===== src/rtl/universal_shift_register.sv =====
// rtl/universal_shift_register.sv - parametrised universal shift register with frame counter
module universal_shift_register #(
    parameter int WIDTH = 4,
    localparam int CNT_W = $clog2(WIDTH + 1)
) (
    input  logic             clk,
    input  logic             rst,
    input  logic             en,
    input  logic [1:0]       mode,
    input  logic             serial_in,
    input  logic [WIDTH-1:0] parallel_in,
    output logic [WIDTH-1:0] q,
    output logic             serial_out,
    output logic             frame_done
);

    typedef enum logic [1:0] {
        MODE_HOLD  = 2'b00,
        MODE_LEFT  = 2'b01,
        MODE_RIGHT = 2'b10,
        MODE_LOAD  = 2'b11
    } mode_e;

    if (WIDTH < 2) begin : g_width_check
        $error("universal_shift_register: WIDTH must be 2 or more");
    end

    localparam logic [CNT_W-1:0] CNT_LAST = CNT_W'(WIDTH - 1);

    logic [WIDTH-1:0] q_q, q_d;
    logic [CNT_W-1:0] cnt_q, cnt_d;
    logic             frame_done_q, frame_done_d;
    logic             shifting;

    always_comb begin
        q_d          = q_q;
        cnt_d        = cnt_q;
        frame_done_d = frame_done_q;
        shifting     = 1'b0;
        if (en) begin
            frame_done_d = 1'b0;
            case (mode_e'(mode))
                MODE_LEFT: begin
                    q_d      = {q_q[WIDTH-2:0], serial_in};
                    shifting = 1'b1;
                end
                MODE_RIGHT: begin
                    q_d      = {serial_in, q_q[WIDTH-1:1]};
                    shifting = 1'b1;
                end
                MODE_LOAD: begin
                    q_d   = parallel_in;
                    cnt_d = '0;
                end
                default: ;
            endcase
            // Both shift directions advance the same frame count.
            if (shifting) begin
                if (cnt_q == CNT_LAST) begin
                    cnt_d        = '0;
                    frame_done_d = 1'b1;
                end else begin
                    cnt_d = cnt_q + 1'b1;
                end
            end
        end
    end

    always_ff @(posedge clk) begin
        if (rst) begin
            q_q          <= '0;
            cnt_q        <= '0;
            frame_done_q <= 1'b0;
        end else begin
            q_q          <= q_d;
            cnt_q        <= cnt_d;
            frame_done_q <= frame_done_d;
        end
    end

    assign q          = q_q;
    assign frame_done = frame_done_q;
    assign serial_out = (mode == MODE_RIGHT) ? q_q[0] : q_q[WIDTH-1];

endmodule


===== config.mk =====
export PLATFORM = sky130hd
export DESIGN_NAME = universal_shift_register
export DESIGN_NICKNAME = d
export VERILOG_FILES = /design/src/rtl/universal_shift_register.sv
export SDC_FILE = /design/constraint.sdc
export NUM_CORES = 1
export LEC_CHECK = 0
export CAP_MARGIN = 0
export CORE_AREA = 2 2 39 41
export CTS_BUF_LIST = sky130_fd_sc_hd__clkbuf_16
export DETAILED_ROUTE_END_ITERATION = 10
export DIE_AREA = 0 0 41 43
export SYNTH_ARGS = -nofsm -noshare
export SYNTH_HDL_FRONTEND = slang
export SYNTH_SLANG_ARGS = --single-unit
export TNS_END_PERCENT = 100

===== constraint.sdc =====
create_clock -name clk -period 2.4 [get_ports clk]
set_clock_uncertainty 0.2 [all_clocks]
set_input_delay 0.24 -clock clk [delete_from_list [all_inputs] [get_ports clk]]
set_output_delay 0.24 -clock clk [all_outputs]
set_load 0.005 [all_outputs]

==> results of run 1 <==
[cell type report]
class / instances / area, um^2 / area share [%]
multi-input combinational: 35 / 239.0 / 35.83
timing repair buffer: 16 / 157.7 / 23.64
inverter: 4 / 15.01 / 2.251
tap: 16 / 20.02 / 3.002
clock buffer: 3 / 75.07 / 11.26
sequential: 8 / 160.2 / 24.02
[worst paths after layout]
kind / start / endpoint / slack, ns / cells past startpoint
setup / recovery: mode[0] / serial_out / 0.26 / 5
hold / removal: cnt_q[1]$_SDFFE_PP0P_ / cnt_q[1]$_SDFFE_PP0P_ / 0.25 / 2
setup reg to reg: cnt_q[0]$_SDFFE_PP0P_ / cnt_q[0]$_SDFFE_PP0P_ / 1.23 / 4
hold reg to reg: cnt_q[1]$_SDFFE_PP0P_ / cnt_q[1]$_SDFFE_PP0P_ / 0.25 / 2
[Yosys cell counts (4+ instances only)]
cell type	number	area, um^2
a21oi_1	4	20.02
ha_1	4	50.05
dfxtp_1	8	160.2
nand2_1	6	22.52
nor2_1	5	18.77
a311oi_1	4	35.03
inv_1	4	15.01
a22oi_1	4	30.03
[critical path, delay by kind of cell]
kind | cells | cell delay (ns)
adder cells (fa/ha/maj) | 1 | 0.21
buffers and inverters | 3 | 0.98
multiplexers | 1 | 0.27
[routing by layer]
metal	share of wire, %	GRT usage, %
met3	8.0	7.853
met2	43	18.75
met5	0	0
met1	47	18.18
met4	1.8	8.000
[cell families after synthesis]
logic type / count (synthesis) / share of synthesized area [%]
flip-flops: 8 / 37.65
multiplexers: 1 / 2.647
AO/OA/AOI/OAI: 13 / 22.06
buffers and inverters: 6 / 6.175
adder cells (fa/ha/maj): 4 / 11.77
AND/OR/NAND/NOR: 17 / 19.71
[registers in the layout, indices dropped and copies added (netlist names)]
register    cells
frame_done      1
q               4
cnt_q           3
[where the power goes]
part           internal, mW  leakage, nW  switching, mW  total (mW)
Combinational        0.0388        0.157         0.0261      0.0649
Sequential            0.141       0.0655        0.00653       0.147
Clock                 0.215       0.0370         0.0701       0.285
[through the flow]
stage | setup slack (ns) | utilization (%) | area, um^2 | hold WS (ns)
floorplan | 1.079 | - | 425.4 | 0.2025
global placement | 0.2477 | 42.77 | 591.8 | 0.2484
detailed placement | 0.2577 | 42.77 | 591.8 | 0.2542
CTS | 0.2417 | 48.19 | 666.9 | 0.2593
global route | 0.1844 | 48.19 | 666.9 | 0.2845
finish | 0.2577 | 48.19 | 666.9 | 0.2545
==> run metrics, run 1 <==
leakage power=roughly 0.26 nW; cell total after placement=79; final hold violation count=0; # diodes=0; Post-CTS Resized=0; GRT Util Overall=around 14%; power per cell area=745.9 nW/um^2; Crit-path slowest cell=clkdlybuf4s50_1; min Tclk post-route=2.142 ns; Worst Path Arrival=~1.7 ns; antenna violations before repair=0; Nets=82; Starting Density=30.74%; share of cells above drive strength 1=7.576%; period utilisation layout=89.26%; core box area=1384 um^2; Mapped Nets=63; CP Max Fanout=2; Syn. warnings=0; Via density=4.988; Clock Sinks=8; worst-margin pin slew=0.3221 ns; port bufs=15; fill count=128; insertion delay to the later sink of the worst-skew pair=around 0.23 ns; Crit. End Element=primary output; CTS tree=done; status=finished clean; H-tree depth=1; maximum clock insertion buffer count=2; crit path cell chain=clkdlybuf4s50_1 > inv_1 > ha_1 > mux2_2 > clkdlybuf4s50_1; Post-DP HPWL=roughly 680 um; vias post-DR=409; number of I/O pins=16; Worst VDD drop=0.3230 mV; cts-stage hold buffer count=0; Main synth FF type=dfxtp_1; gp weighted congestion=0.6667; Async SR Flop Fraction=0%; cell row count=14; Final ANT Viol Nets=0; Post-synth EDFFs=0; First DRT Iteration DRCs=2; Critical Path Max Stage Delay=0.48 ns; post-synthesis sequential area ratio=between 30% and 40%; Area Growth Syn to Fin=56.76%; Rel. slew slack=78.53%; CP required=1.96 ns; crit path kind=in -> out; Setup Viol. Count Final=0; total die area=around 1800 um^2; commonest non-fill, non-tap cell in the layout=clkdlybuf4s50_1; hold crit path type=reg -> reg; CTS clock-pin slew for the worst setup and hold paths=0.04 ns; Unique masters post-synth=18; reported max-cap violation count=0; Fmax achieved=466.8 MHz; Critical Path Most Common Cell=clkdlybuf4s50_1; FF+latch count, synth=8; Synth Instances=49; Max Slew Vio Count=0; Finished Layout Cells=roughly 80; Total Neg Setup Slack=0 ns; most frequent cells in the layout=clkdlybuf4s50_1, dfxtp_1, nand2_1; first-pass GRT wire length=1.628 mm; vias in the first global route=383; startpoint types=input port; total CTS buffers=3; Pre-Repair DR Iteration Count=2; chip width=41 um; final routed DRC violation total=0; WL final=938 um; total grt overflow=0; overall power=0.4974 mW; RSZ-0062 raised after global routing=no; DR WL/cell=11.44 um; Mean Syn Cell Area=8.682 um^2; die height=43 um; Clock Tree Root=clkbuf_16; setup bufs post-CTS=0; post-synthesis cell area=~430 um^2; largest net degree at the start of global routing=11
(Power assumes the default switching activity.)
==> run 2: changes to the inputs <==
--- a/config.mk
+++ b/config.mk
@@ -8,6 +8,7 @@
 export CAP_MARGIN = 0
 export CORE_AREA = 2 2 39 41
 export CTS_BUF_LIST = sky130_fd_sc_hd__clkbuf_16
+export CTS_CLUSTER_DIAMETER = 80
 export DETAILED_ROUTE_END_ITERATION = 10
 export DIE_AREA = 0 0 41 43
 export SYNTH_ARGS = -nofsm -noshare
==> results of run 2 <==
No change in the layout: final DEF, timing and power equal those of run 1.
